<file path="src/rtl/ifm_bsg_feeder_if.sv">
// Input-word channel for ifm_bsg_feeder: one IWIDTH-bit feature word plus
// accumulation markers, moved with valid/ready (source is master, feeder is slave).
// Ports: ifm_valid, ifm_ready, ifm_data, ifm_first, ifm_last; len_log2 only
// when BSG_EARLY_TERM_EN is defined.
interface ifm_bsg_feeder_if #(
  parameter int IWIDTH = 8
`ifdef BSG_EARLY_TERM_EN
  , parameter int LWIDTH = $clog2(IWIDTH + 1)
`endif
);
  logic              ifm_valid;
  logic              ifm_ready;
  logic [IWIDTH-1:0] ifm_data;
  logic              ifm_first;
  logic              ifm_last;
`ifdef BSG_EARLY_TERM_EN
  logic [LWIDTH-1:0] len_log2;
`endif

  modport master (
    output ifm_valid,
    output ifm_data,
    output ifm_first,
    output ifm_last,
`ifdef BSG_EARLY_TERM_EN
    output len_log2,
`endif
    input  ifm_ready
  );

  modport slave (
    input  ifm_valid,
    input  ifm_data,
    input  ifm_first,
    input  ifm_last,
`ifdef BSG_EARLY_TERM_EN
    input  len_log2,
`endif
    output ifm_ready
  );
endinterface

</file>
<file path="src/rtl/ifm_bsg_feeder.sv">
// Row-edge feeder: turns each input word into a rate-coded bitstream
// (ifm_dff = data > bitrev(k)) and drives the PE-row strobes.
// Latency: word accepted in cycle t streams in cycles t+1..t+L, outputs registered.
// Backpressure: ifm_ready only while idle or on the last stream cycle, so
// back-to-back words stream with no bubble; a held ifm_valid waits losslessly.
// Ports: clk, rst (sync, active-high); ifm (slave side of ifm_bsg_feeder_if);
// ifm_dff, en_i, clr_i, en_o, clr_o, mac_done, busy to the PE chain.
// Optional: BSG_EARLY_TERM_EN adds len_log2, stream length 2^min(len_log2,IWIDTH).
module ifm_bsg_feeder #(
  parameter int IWIDTH = 8
`ifdef BSG_EARLY_TERM_EN
  , parameter int LWIDTH = $clog2(IWIDTH + 1)
`endif
) (
  input  logic            clk,
  input  logic            rst,
  ifm_bsg_feeder_if.slave ifm,
  output logic            ifm_dff,
  output logic            en_i,
  output logic            clr_i,
  output logic            en_o,
  output logic            clr_o,
  output logic            mac_done,
  output logic            busy
);

  typedef enum logic {IDLE, STREAM} state_t;

  state_t            state, nxt_state;
  logic [IWIDTH-1:0] cnt, nxt_cnt;
  logic [IWIDTH-1:0] data_q, nxt_data;
  logic [IWIDTH-1:0] lenm1_q, nxt_lenm1;
  logic              first_q, nxt_first;
  logic              last_q, nxt_last;
  logic              accept;
  logic              at_last;
  logic [IWIDTH-1:0] acc_lenm1;

  // Bit-reversed counter: a low-discrepancy threshold sequence, so a full
  // stream sees every threshold exactly once and carries exactly data ones.
  function automatic logic [IWIDTH-1:0] bitrev(input logic [IWIDTH-1:0] v);
    logic [IWIDTH-1:0] r;
    for (int i = 0; i < IWIDTH; i++) r[i] = v[IWIDTH-1-i];
    return r;
  endfunction

`ifdef BSG_EARLY_TERM_EN
  logic [LWIDTH-1:0] len_clip;
  always_comb begin
    len_clip  = (ifm.len_log2 > LWIDTH'(IWIDTH)) ? LWIDTH'(IWIDTH) : ifm.len_log2;
    // Last index = 2^len - 1; shifting all-ones by IWIDTH yields 0, so len=IWIDTH gives all-ones.
    acc_lenm1 = ~({IWIDTH{1'b1}} << len_clip);
  end
`else
  assign acc_lenm1 = '1;
`endif

  assign at_last       = (cnt == lenm1_q);
  assign ifm.ifm_ready = !rst && ((state == IDLE) || ((state == STREAM) && at_last));
  assign accept        = ifm.ifm_valid && ifm.ifm_ready;

  always_comb begin
    nxt_state = state;
    nxt_cnt   = cnt;
    nxt_data  = data_q;
    nxt_first = first_q;
    nxt_last  = last_q;
    nxt_lenm1 = lenm1_q;
    if (accept) begin
      nxt_state = STREAM;
      nxt_cnt   = '0;
      nxt_data  = ifm.ifm_data;
      nxt_first = ifm.ifm_first;
      nxt_last  = ifm.ifm_last;
      nxt_lenm1 = acc_lenm1;
    end else if (state == STREAM) begin
      if (at_last) nxt_state = IDLE;
      else         nxt_cnt   = cnt + 1'b1;
    end
  end

  // Outputs are decoded from the next state so they register in the same
  // cycle the stream index they describe becomes current.
  always_ff @(posedge clk) begin
    if (rst) begin
      state    <= IDLE;
      cnt      <= '0;
      data_q   <= '0;
      first_q  <= 1'b0;
      last_q   <= 1'b0;
      lenm1_q  <= '0;
      ifm_dff  <= 1'b0;
      en_i     <= 1'b0;
      clr_i    <= 1'b0;
      en_o     <= 1'b0;
      clr_o    <= 1'b0;
      mac_done <= 1'b0;
      busy     <= 1'b0;
    end else begin
      state   <= nxt_state;
      cnt     <= nxt_cnt;
      data_q  <= nxt_data;
      first_q <= nxt_first;
      last_q  <= nxt_last;
      lenm1_q <= nxt_lenm1;
      if (nxt_state == STREAM) begin
        ifm_dff  <= (nxt_data > bitrev(nxt_cnt));
        en_i     <= 1'b1;
        clr_i    <= 1'b0;
        en_o     <= 1'b1;
        clr_o    <= (nxt_cnt == '0) && nxt_first;
        mac_done <= (nxt_cnt == nxt_lenm1) && nxt_last;
        busy     <= 1'b1;
      end else begin
        // Idle holds the PE input bit register cleared.
        ifm_dff  <= 1'b0;
        en_i     <= 1'b0;
        clr_i    <= 1'b1;
        en_o     <= 1'b0;
        clr_o    <= 1'b0;
        mac_done <= 1'b0;
        busy     <= 1'b0;
      end
    end
  end

endmodule

</file>
<file path="src/flat_wrapper.sv">
// flat-port wrapper written by rule: the top's interface ports become plain ports
module ifm_bsg_feeder_flat 
#(
  parameter int IWIDTH = 8

)
  (clk, rst, ifm_dff, en_i, clr_i, en_o, clr_o, mac_done, busy, ifm_ifm_valid, ifm_ifm_data, ifm_ifm_first, ifm_ifm_last, ifm_ifm_ready);
  ifm_bsg_feeder_if #(.IWIDTH(IWIDTH)) ifm_i ();
  input  logic clk;
  input  logic rst;
  output logic ifm_dff;
  output logic en_i;
  output logic clr_i;
  output logic en_o;
  output logic clr_o;
  output logic mac_done;
  output logic busy;
  input wire logic [$bits(ifm_i.ifm_valid)-1:0] ifm_ifm_valid;
  input wire logic [$bits(ifm_i.ifm_data)-1:0] ifm_ifm_data;
  input wire logic [$bits(ifm_i.ifm_first)-1:0] ifm_ifm_first;
  input wire logic [$bits(ifm_i.ifm_last)-1:0] ifm_ifm_last;
  output wire logic [$bits(ifm_i.ifm_ready)-1:0] ifm_ifm_ready;
  assign ifm_i.ifm_valid = ifm_ifm_valid;
  assign ifm_i.ifm_data = ifm_ifm_data;
  assign ifm_i.ifm_first = ifm_ifm_first;
  assign ifm_i.ifm_last = ifm_ifm_last;
  assign ifm_ifm_ready = ifm_i.ifm_ready;
  ifm_bsg_feeder #(.IWIDTH(IWIDTH)) u_core (.clk(clk), .rst(rst), .ifm(ifm_i), .ifm_dff(ifm_dff), .en_i(en_i), .clr_i(clr_i), .en_o(en_o), .clr_o(clr_o), .mac_done(mac_done), .busy(busy));
endmodule
</file>
<file path="config.mk">
export PLATFORM = sky130hd
export DESIGN_NAME = ifm_bsg_feeder_flat
export DESIGN_NICKNAME = d
export VERILOG_FILES = /design/src/rtl/ifm_bsg_feeder_if.sv /design/src/rtl/ifm_bsg_feeder.sv /design/src/flat_wrapper.sv
export SDC_FILE = /design/constraint.sdc
export NUM_CORES = 1
export LEC_CHECK = 0
export BUFFER_PORTS_ARGS = -buffer_cell sky130_fd_sc_hd__buf_2
export CAP_MARGIN = 10
export CORE_ASPECT_RATIO = 2
export CORE_MARGIN = 3
export CORE_UTILIZATION = 30
export CTS_BUF_LIST = sky130_fd_sc_hd__clkbuf_4 sky130_fd_sc_hd__clkbuf_8 sky130_fd_sc_hd__clkbuf_16
export DETAILED_ROUTE_END_ITERATION = 10
export RECOVER_POWER = 25
export SLEW_MARGIN = 10
export SYNTH_ARGS = -nofsm -noshare
export SYNTH_HDL_FRONTEND = slang
export SYNTH_SLANG_ARGS = --single-unit
</file>
<file path="constraint.sdc">
create_clock -name clk -period 3.2 [get_ports clk]
set_input_delay 0.48 -clock clk [delete_from_list [all_inputs] [get_ports clk]]
set_output_delay 0.48 -clock clk [all_outputs]
set_load 0.1 [all_outputs]
</file>
Word level (Yosys, flattened, before mapping)
Index checks and enable logic that the tools add are counted.

Flip-flop bits (word level): 32. Memories kept: 0. Latch bits: 0. Output and inout bits: 8. Bits in read-only memories: 0. RAM bits: 0. Word-level logic and storage cells: 38. Input port bits: 13.

$lt $le $gt $ge: 1. Reductions and logical operators: 9. Muxes and demuxes: 12. Bitwise logic cells: 2. Shift-type cells: 0. Add/sub/neg operators: 1. Div/mod/pow operators: 0. Eq/ne operators: 2. Multipliers: 0.

Operator list (number): two-way mux 8 bit (5); == test 8 bit (2); adder 8 x 1 -> 8 bit (second input constant) (1); > comparator 8 bit (1); logical NOT 8 bit (1); two-way mux 1 bit (7); logical AND 1 bit (5); inverter 1 bit (2); OR reduction 2 bit (1); logical NOT 1 bit (1); logical OR 1 bit (1).

Longest topological paths before layout
Gate-level depths: netlist of the first run.

Depth in word-level cells: 8. Gate-level depth with buffers: 15. Gate-level depth less buffers: 12.

Worst setup path before layout of the first run
Ideal clock, no wire load.

Kind: flip-flop to output port. From: register u_core.cnt[5]. To: output ifm_ifm_ready. Stages on the path, launching flop included: 8. Arrival: 2850 ps. Required time: 2720 ps. Path slack: -130 ps. Cell sequence: dfxtp_1 buf_6 xor2_1 or4_1 o21a_1 buf_6 clkbuf_1 nor2_1.

Word-level cells in the longest chain between the ends: 4.

RTL lines: start, declared (line ifm_bsg_feeder.sv:30) `logic [IWIDTH-1:0] cnt, nxt_cnt;`; start signal, assigned (line ifm_bsg_feeder.sv:101) `cnt <= nxt_cnt;`; == test 8 bit (line ifm_bsg_feeder.sv:58) `assign at_last = (cnt == lenm1_q);`; logical AND 1 bit (line ifm_bsg_feeder.sv:59) `assign ifm.ifm_ready = !rst && ((state == IDLE) || ((state == STREAM) && at_last));`; logical OR 1 bit (line ifm_bsg_feeder.sv:59); logical AND 1 bit (line ifm_bsg_feeder.sv:59); end, declared (line flat_wrapper.sv:22) `output wire logic [$bits(ifm_i.ifm_ready)-1:0] ifm_ifm_ready;`.

No other way between the ends.

Worst setup path after layout of the first run
From: register u_core.lenm1_q[4]. To: register u_core.ifm_dff.

Elaborated cells between the ends (all ways): 15. Classes of those cells: order compare (1); eq/ne (1); mux (7); bitwise (1); reduce/logical (5).

RTL lines: start, declared (line ifm_bsg_feeder.sv:32) `logic [IWIDTH-1:0] lenm1_q, nxt_lenm1;`; start signal, assigned (line ifm_bsg_feeder.sv:105) `lenm1_q <= nxt_lenm1;`; == test 8 bit (line ifm_bsg_feeder.sv:58); logical AND 1 bit (line ifm_bsg_feeder.sv:59); logical OR 1 bit (line ifm_bsg_feeder.sv:59); logical AND 1 bit (line ifm_bsg_feeder.sv:59); logical AND 1 bit (line ifm_bsg_feeder.sv:60) `assign accept = ifm.ifm_valid && ifm.ifm_ready;`; two-way mux 8 bit (line ifm_bsg_feeder.sv:69) `if (accept) begin`; via u_core.nxt_data[7] (line ifm_bsg_feeder.sv:31) `logic [IWIDTH-1:0] data_q, nxt_data;`; > comparator 8 bit (line ifm_bsg_feeder.sv:107) `ifm_dff <= (nxt_data > bitrev(nxt_cnt));`; end signal, assigned (line ifm_bsg_feeder.sv:107); end, declared (line ifm_bsg_feeder.sv:18) `output logic ifm_dff,`.

The timed path passes the listed nets, and every way through them passes these cells. A chain may end at the register's enable or synchronous reset.

==> results of run 1 <==
worst min path at each step:
stage | start | end | slack (ps) | depth (start not counted)
after global routing | ifm_ifm_valid | u_core.clr_i | 410 | 2
final | ifm_ifm_last | u_core.last_q | 400 | 3
after global placement | u_core.first_q | u_core.first_q | 440 | 2
after floorplan | u_core.first_q | u_core.first_q | 440 | 2
after detailed placement | u_core.first_q | u_core.first_q | 450 | 2
after CTS | ifm_ifm_valid | u_core.clr_i | 400 | 2
final cells by class:
cell class                 instances  area, sq um  share of cell area
timing repair buffer              41          253               0.116
clock buffer                       6         82.6              0.0380
multi-input combinational        149         1120               0.517
inverter                           3         11.3             0.00518
sequential                        31          623               0.287
tap                               60         75.1              0.0346
clock inverter                     1         5.00             0.00230
metal layers:
metal | GRT usage | wire [um]
met1 | 0.148 | 1580
met2 | 0.249 | 2550
met5 | 0 | 0
met4 | 0.0858 | 193
met3 | 0.0215 | 155
layout by cell type, fill, tap and decap left out, types with 2 or more instances in the layout:
master,synthesis,final
a21oi_2,0,2
nor2b_1,9,9
a311o_1,2,2
mux2i_1,5,5
dfxtp_1,31,29
nand4_1,5,5
clkbuf_8,0,6
nor3_1,3,3
dfxtp_2,0,2
xor2_1,7,7
buf_2,2,13
mux2_2,8,4
xnor2_1,10,10
nand3_1,2,2
mux2_4,1,5
inv_1,3,3
a22oi_2,0,2
clkbuf_1,12,7
nand2b_1,3,3
and3_1,4,4
buf_4,2,20
a211oi_2,1,2
a21o_1,2,2
nand2_1,12,12
a21oi_1,9,7
ha_4,0,4
o21ai_0,5,4
nor2_1,31,30
a211o_1,2,2
ha_1,8,4
stage by stage:
step / power [mW] / hold WS, ps / instance area (sq um) / std cells
after global routing: 1.07 / 409 / 2170 / 291
after CTS: 1.01 / 396 / 2090 / 290
after floorplan: 0.623 / 436 / 1750 / 201
final: 1.02 / 400 / 2170 / 291
after global placement: 0.683 / 442 / 1970 / 281
after detailed placement: 0.686 / 451 / 1970 / 281
worst max-delay path: cells and delay by family (launching register included):
| kind | cells | cell delay, ps |
|---|---|---|
| DFF | 1 | 320 |
| muxes | 1 | 330 |
| xor gates and xnor gates | 1 | 160 |
| AOI/OAI and AO/OA | 4 | 980 |
| adders and majority gates | 1 | 280 |
| and+or+nand+nor | 3 | 990 |
power breakdown:
group / switching [mW] / internal [mW] / total (mW)
Sequential: 0.0133 / 0.408 / 0.422
Combinational: 0.175 / 0.109 / 0.284
Clock: 0.144 / 0.168 / 0.313
what timing repair did:
| action | in CTS | in global routing |
|---|---|---|
| pin swaps | 5 | 7 |
| setup endpoints to repair | 1 | 1 |
| cloned | 0 | 0 |
| resized for setup | 6 | 14 |
| buffers inserted | 2 | 1 |
cells by family (layout without fill, tap and decap cells):
family | count (synthesis) | count (layout) | synth area share
AOI/OAI and AO/OA | 33 | 33 | 0.132
xor gates and xnor gates | 17 | 17 | 0.0856
adders and majority gates | 8 | 8 | 0.0576
buffers and inverters | 21 | 51 | 0.0597
DFF | 31 | 31 | 0.357
muxes | 14 | 14 | 0.0892
and+or+nand+nor | 77 | 77 | 0.219
state kept, by name, indices dropped and copies added, names as in the netlist:
| signal | flops |
|---|---|
| u_core.state | 1 |
| u_core.lenm1_q | 8 |
| u_core.first_q | 1 |
| u_core.ifm_dff | 1 |
| u_core.clr_o | 1 |
| u_core.cnt | 8 |
| u_core.mac_done | 1 |
| u_core.clr_i | 1 |
| u_core.data_q | 8 |
| u_core.last_q | 1 |
==> flow_metrics.env, run 1 <==
export IMPL_run_status="completed"
export IMPL_netlist_area_leader_share=0.357
export IMPL_yosys_area_top_type="dfxtp_1"
export IMPL_cp_startpoint="u_core.lenm1_q[4]"
export IMPL_synth_common_cells="dfxtp_1, nor2_1, clkbuf_1, nand2_1, xnor2_1"
export IMPL_power_density_nw_per_um2=469
export IMPL_ctsHoldBuffers=0
export IMPL_syn_area_per_cell_sq_um=8.65
export IMPL_finalNetCount=252
export IMPL_root_buffer="clkbuf_8"
export IMPL_vias_per_cell=5.22
export IMPL_grt_pass1_wl_mm=7.18
export IMPL_rows=38
export IMPL_layout_drive_gt1_share=0.294
export IMPL_ys_warn_count=0
export IMPL_fmax_ghz=0.319
export IMPL_r2r_cells=10
export IMPL_hold_violations=0
export IMPL_route_detailed_drc=0
export IMPL_ys_types=44
export IMPL_synth_seq_cells=31
export IMPL_fin_crit_ps=3140
export IMPL_gp_congestion=0.825
export IMPL_maxCapViolations=0
export IMPL_area_growth_pct=24.9
export IMPL_grt_usage=0.141
export IMPL_netlist_instances=201
export IMPL_worst_path_max_fanout=5
export IMPL_start_util=0.315
export IMPL_r2r_slack_ps=60
export IMPL_drt_total_wl_mm=4.48
export IMPL_clk_pin_slew_worst_paths_ps=70
export IMPL_ir_drop_v=0.000320
export IMPL_grt_overflow_total=0
export IMPL_required_ps=3420
export IMPL_die_area_sq_um=6800
export IMPL_fp_dieH_um=114
export IMPL_cts_buffers=5
export IMPL_crit_path_start_kind="flop"
export IMPL_fillers=592
export IMPL_critPathMaxStageDelay_ps=540
export IMPL_die_x_um=59.8
export IMPL_tns_ps=0
export IMPL_r2r_start="u_core.lenm1_q[4]"
export IMPL_post_route_util=0.394
export IMPL_slew_headroom=0.226
export IMPL_h_tree_depth=2
export IMPL_cpMaxStageDelayCell="or4_4"
export IMPL_via_count=1518
export IMPL_slew_violations=0
export IMPL_core_sq_um=5520
export IMPL_r2r_end="u_core.ifm_dff"
export IMPL_path_class="reg -> reg"
export IMPL_hp_class="in -> reg"
export IMPL_grt_pass1_vias=1536
export IMPL_cts_tree="built"
export IMPL_clock_latency_ps=290
export IMPL_crit_arrival_ps=3360
export IMPL_first_pass_iters=4
export IMPL_synth_edff_count=0
export IMPL_antenna_cells=0
export IMPL_worst_slack_ps=64.7
export IMPL_period_share=0.980
export IMPL_io_buffers=20
export IMPL_synthArstFlopShare=0
export IMPL_ioPinCount=21
export IMPL_setup_viol=0
export IMPL_cp_end_kind="flop"
export IMPL_antenna_found_initial=0
export IMPL_tightest_slew_ps=1170
export IMPL_wl_per_cell_um=15.4
export IMPL_cts_sinks=31
export IMPL_worstPathCellList="xor2_1 > or4_4 > o21a_4 > and2b_2 > mux2_4 > ha_4 > nand4_1 > a311o_1 > a211o_1 > a21oi_2"
export IMPL_detail_route_antenna_nets=0
export IMPL_synth_area_sq_um=1740
export IMPL_hpwl_mm=3.21
export IMPL_rsz0062_at_grt="yes"
export IMPL_crit_path_end="u_core.ifm_dff"
export IMPL_skew_ps=8.60
export IMPL_synth_ff_type="dfxtp_1"
export IMPL_clockBufferDepth=2
export IMPL_grt_max_degree=32
export IMPL_cellLeakagePower_nw=0.926
export IMPL_seq_area_frac_synth=0.357
export IMPL_synthTopCellsByArea="dfxtp_1, nor2_1, ha_1, mux2_2, xnor2_1"
export IMPL_drt_iter0_markers=45
export IMPL_syn_nets=222
export IMPL_place_ws_ps=-152
No activity file was read; power rests on OpenSTA's default activity.
==> run 2: changes to the inputs <==
- CORE_UTILIZATION: 30 -> 52
- PLACE_DENSITY: default -> 0.75
==> run 2 against run 1 <==
Total power shrank 4.9%. Wire length down 11%. Sequential power is essentially flat.
==> flow_metrics.env, run 2 (synthesis gave the netlist of run 1 again) <==
export IMPL_run_status="completed"
export IMPL_start_util=0.545
export IMPL_fmax_ghz=0.321
export IMPL_period_share=0.973
export IMPL_area_growth_pct=17.9
export IMPL_grt_usage=0.218
export IMPL_detail_route_antenna_nets=0
export IMPL_cts_sinks=31
export IMPL_drt_total_wl_mm=3.99
export IMPL_clockBufferDepth=2
export IMPL_power_density_nw_per_um2=473
export IMPL_tightest_slew_ps=1180
export IMPL_r2r_slack_ps=90
export IMPL_hold_path_end="u_core.last_q"
export IMPL_layout_drive_gt1_share=0.264
export IMPL_root_buffer="clkbuf_8"
export IMPL_die_area_sq_um=4120
export IMPL_fp_dieH_um=87.8
export IMPL_skew_ps=4.38
export IMPL_slew_headroom=0.218
export IMPL_r2r_end="u_core.ifm_dff"
export IMPL_min_from="ifm_ifm_last"
export IMPL_cpMaxStageDelayCell="or4_1"
export IMPL_grt_use_met2=0.385
export IMPL_post_route_util=0.642
export IMPL_hold_depth=3
export IMPL_drt_iter0_markers=35
export IMPL_ioPinCount=21
export IMPL_ir_drop_v=0.000350
export IMPL_path_class="reg -> reg"
export IMPL_cp_num_buf_inv=0
export IMPL_place_ws_ps=-35.3
export IMPL_first_pass_iters=4
export IMPL_hold_violations=0
export IMPL_setup_viol=0
export IMPL_slew_violations=0
export IMPL_grt_pass1_vias=1367
export IMPL_crit_cells=10
export IMPL_cp_end_kind="flop"
export IMPL_hp_class="in -> reg"
export IMPL_grt_max_degree=32
export IMPL_cellLeakagePower_nw=0.891
export IMPL_antenna_found_initial=0
export IMPL_clk_pin_slew_worst_paths_ps=60
export IMPL_r2r_cells=10
export IMPL_worst_path_max_fanout=6
export IMPL_crit_path_start_kind="flop"
export IMPL_required_ps=3420
export IMPL_worstPathCellList="xor2_1 > or4_1 > o21a_2 > and2b_4 > mux2_2 > ha_1 > nand4_1 > a311o_1 > a211o_1 > a21oi_2"
export IMPL_cts_tree="built"
export IMPL_hpwl_mm=3.01
export IMPL_route_detailed_drc=0
export IMPL_cts_buffers=5
export IMPL_core_sq_um=3190
export IMPL_r2r_start="u_core.lenm1_q[4]"
export IMPL_wl_per_cell_um=15.5
export IMPL_grt_overflow_total=0
export IMPL_fillers=287
export IMPL_whs_ps=406
export IMPL_cp_top_family="simple AND/OR/NAND/NOR gates"
export IMPL_maxCapViolations=0
export IMPL_fin_crit_ps=3110
export IMPL_top_usage_layer="met2"
export IMPL_via_count=1496
export IMPL_layout_commonest_cell="nor2_1"
export IMPL_top_regs="u_core.cnt: 8 flops, u_core.data_q: 8 flops, u_core.lenm1_q: 8 flops"
export IMPL_vias_per_cell=5.80
export IMPL_finalNetCount=249
export IMPL_use_met3=0.0370
export IMPL_worst_slack_ps=85.2
export IMPL_rows=29
export IMPL_grt_use_met1=0.233
export IMPL_die_x_um=46.9
export IMPL_gp_congestion=0.888
export IMPL_critPathMaxStageDelay_ps=520
export IMPL_h_tree_depth=2
export IMPL_clock_latency_ps=280
export IMPL_antenna_cells=0
export IMPL_tns_ps=0
export IMPL_io_buffers=20
export IMPL_final_cell_mix="nor2_1, dfxtp_1, buf_4, buf_2, nand2_1"
export IMPL_crit_arrival_ps=3330
export IMPL_grt_pass1_wl_mm=6.33
==> run 2: final cells by class <==
class / count / area [sq um] / area share
Clock buffer: 6 / 76.3 / 0.0372
Inverter: 3 / 11.3 / 0.00549
Multi-Input combinational cell: 149 / 1070 / 0.524
Sequential cell: 31 / 623 / 0.304
Tap cell: 31 / 38.8 / 0.0189
Timing Repair Buffer: 38 / 226 / 0.110
==> run 2: through the flow <==
stage	power, mW	area [sq um]	instances
2_1_floorplan	0.623	1750	201
3_3_place_gp	0.675	1910	250
3_5_place_dp	0.677	1910	250
4_1_cts	0.959	1990	256
5_1_grt	1.01	2050	258
6_report	0.969	2050	258
==> run 2: how the worst max path moves through the flow <==
stage / slack [ps] / startpoint / endpoint
detailed placement: -40 / u_core.lenm1_q[5] / u_core.ifm_dff
floorplan: 7 / u_core.cnt[5] / u_core.ifm_dff
CTS: 20 / u_core.lenm1_q[5] / u_core.ifm_dff
global route: -40 / u_core.lenm1_q[4] / u_core.ifm_dff
global placement: -20 / u_core.lenm1_q[5] / u_core.ifm_dff
finish: 90 / u_core.lenm1_q[4] / u_core.ifm_dff
==> run 2: where the power goes <==
group          switching (mW)  internal, mW  total [mW]
Sequential             0.0125         0.408       0.421
Clock                   0.133         0.153       0.286
Combinational           0.165        0.0970       0.262
Total                   0.311         0.659       0.969
==> run 2: worst min-delay path, cell delays in order <==
cell and delay (ps):
buf_2 80, nand2_1 40, o21ai_0 60
==> run 2: timing repair <==
action                     CTS  global route
setup buffers                0             2
pin swaps                    0             7
resized for setup            1            11
hold buffers                 0             0
setup endpoints to repair    1             1
==> run 2: routing by layer <==
layer | up-vias | wire length [um]
met5 | - | 0
met4 | 0 | 119
met3 | 10 | 147
met2 | 40 | 2210
met1 | 703 | 1520
li1 | 743 | -
==> run 3: changes to the inputs <==
- CORE_UTILIZATION: 52 -> 55
- PLACE_DENSITY: 0.75 -> 0.76
- SETUP_SLACK_MARGIN: default -> 0.2
- clock period: 3.2 -> 3.6 ns (I/O delays scaled with it)
==> run 3 against run 2 <==
Wire length up 1.2%. Sequential cell count unchanged. Critical path type unchanged. Cell area shrank 6.3%. Global-route usage up 1.8 points. Maximum frequency down 5.7%. Largest power group unchanged. Cell count shrank 4.3%. Sequential power decreased by 10%. Count of clock-buffer cells in the layout is the same. Non-clock buffer count down 10. Register-to-register slack gained 210 ps. Combinational power shrank 19%. Die area shrank 4.9%.
==> flow_metrics.env, run 3 (synthesis gave the netlist of run 1 again) <==
export IMPL_clk_pin_slew_worst_paths_ps=60
export IMPL_r2r_cells=12
export IMPL_fin_crit_ps=3300
export IMPL_top_regs="u_core.cnt: 8 flops, u_core.data_q: 8 flops, u_core.lenm1_q: 8 flops"
export IMPL_multi_input_area_sq_um=1020
export IMPL_slew_headroom=0.227
export IMPL_cellLeakagePower_nw=0.830
export IMPL_cts_buffers=5
export IMPL_crit_path_start_kind="flop"
export IMPL_rows=28
export IMPL_required_ps=3760
export IMPL_r2r_slack_ps=300
export IMPL_cts_sinks=31
export IMPL_grt_usage=0.236
export IMPL_cts_tree="built"
export IMPL_crit_cells=12
export IMPL_ir_drop_v=0.000359
export IMPL_period_share=0.918
export IMPL_cp_top_family="compound AO/OA/AOI/OAI gates"
export IMPL_cp_end_kind="flop"
export IMPL_tightest_slew_ps=1170
export IMPL_ioPinCount=21
export IMPL_start_util=0.584
export IMPL_fp_dieH_um=85.5
export IMPL_worst_path_max_fanout=11
export IMPL_wl_per_cell_um=16.4
export IMPL_finalNetCount=239
export IMPL_drt_total_wl_mm=4.04
export IMPL_power_density_nw_per_um2=441
export IMPL_grt_pass1_wl_mm=6.80
export IMPL_critPathMaxStageDelay_ps=540
export IMPL_vias_per_cell=6.06
export IMPL_r2r_start="u_core.lenm1_q[5]"
export IMPL_grt_overflow_total=0
export IMPL_clock_latency_ps=280
export IMPL_layout_commonest_cell="nor2_1"
export IMPL_clockBufferDepth=2
export IMPL_core_sq_um=2980
export IMPL_run_status="completed"
export IMPL_post_cts_buffers=0
export IMPL_hp_class="in -> reg"
export IMPL_detail_route_antenna_nets=0
export IMPL_fillers=251
export IMPL_instances_no_fill=247
export IMPL_hold_violations=0
export IMPL_cp_startpoint="u_core.lenm1_q[5]"
export IMPL_placed_cells=241
export IMPL_antenna_found_initial=0
export IMPL_h_tree_depth=2
export IMPL_gp_congestion=0.862
export IMPL_via_count=1496
export IMPL_area_growth_pct=10.4
export IMPL_register_area_sq_um=623
export IMPL_tns_ps=0
export IMPL_grt_max_degree=32
export IMPL_root_buffer="clkbuf_8"
export IMPL_die_x_um=45.8
export IMPL_first_pass_iters=4
export IMPL_slew_violations=0
export IMPL_crit_path_end="u_core.ifm_dff"
export IMPL_rsz0062_at_grt="no"
export IMPL_grt_pass1_vias=1529
export IMPL_skew_ps=3.67
export IMPL_cpMaxStageDelayCell="or4_1"
export IMPL_cp_num_buf_inv=0
export IMPL_route_detailed_drc=0
export IMPL_final_cell_mix="nor2_1, dfxtp_1, buf_2, nand2_1, xnor2_1"
export IMPL_path_class="reg -> reg"
export IMPL_die_area_sq_um=3910
export IMPL_hold_depth=3
export IMPL_worstPathCellList="xor2_1 > or4_1 > o21a_1 > mux2_2 > mux2_2 > ha_1 > a21o_1 > a21o_1 > a211oi_2 > o211ai_1 > o21ai_0 > a21oi_1"
export IMPL_hpwl_mm=3.03
export IMPL_maxCapViolations=0
export IMPL_min_from="ifm_ifm_last"
export IMPL_crit_arrival_ps=3470
export IMPL_io_buffers=20
export IMPL_layout_drive_gt1_share=0.194
export IMPL_r2r_end="u_core.ifm_dff"
export IMPL_fmax_ghz=0.303
export IMPL_setup_viol=0
export IMPL_antenna_cells=0
export IMPL_drt_iter0_markers=27
==> run 3: cell count changes in the layout (fill, tap and decap cells not counted), moves of 2 or more <==
| cell | before | now |
|---|---|---|
| ha_4 | 2 | 0 |
| buf_4 | 18 | 8 |
| a21oi_1 | 7 | 9 |
| a21oi_2 | 2 | 0 |
| ha_1 | 6 | 8 |
==> run 3: tightest hold or removal path, delay by kind of cell <==
kind                   cells  cell delay (ps)
AND/OR/NAND/NOR            1               40
buffers and inverters      1               80
AO/OA/AOI/OAI              1               50
==> run 3: worst min-delay path by stage <==
stage	end	slack, ps
finish	u_core.last_q	460
global route	u_core.clr_i	470
CTS	u_core.last_q	460
detailed placement	u_core.first_q	450
global placement	u_core.first_q	440
floorplan	u_core.first_q	440
==> run 3: report_power, final <==
group          switching (mW)  leakage [nW]  internal (mW)
sequential             0.0140         0.254          0.363
clock                   0.121        0.0406          0.136
combinational           0.139         0.535         0.0729
==> run 3: cell type report <==
type / instances / area share
multi-input cells: 149 / 0.532
flip-flops and latches: 31 / 0.324
repair buffers: 28 / 0.0788
clock buffers: 6 / 0.0397
well taps: 30 / 0.0195
inverters: 3 / 0.00586
==> run 3: timing repair <==
action	in CTS	in global routing
setup endpoints to repair	1	1
hold buffers	0	0
gates resized for setup	1	5
endpoints found under the hold margin	0	0
==> run 3: stage by stage <==
step                setup slack (ps)   util  total power [mW]  area, sq um  hold WS, ps
global placement                 254  0.619             0.588         1840          445
finish                           296  0.645             0.846         1920          459
detailed placement               210  0.619             0.594         1840          454
global route                     117  0.645             0.881         1920          475
CTS                              204  0.647             0.851         1930          461
floorplan                        210      -             0.550         1740          436
==> run 3: routing by layer <==
metal,track usage,vias to the layer above,share of wire
li1,-,720,-
met1,0.244,688,0.36
met2,0.389,67,0.52
met3,0.0504,21,0.050
met4,0.181,0,0.069
met5,0,-,0
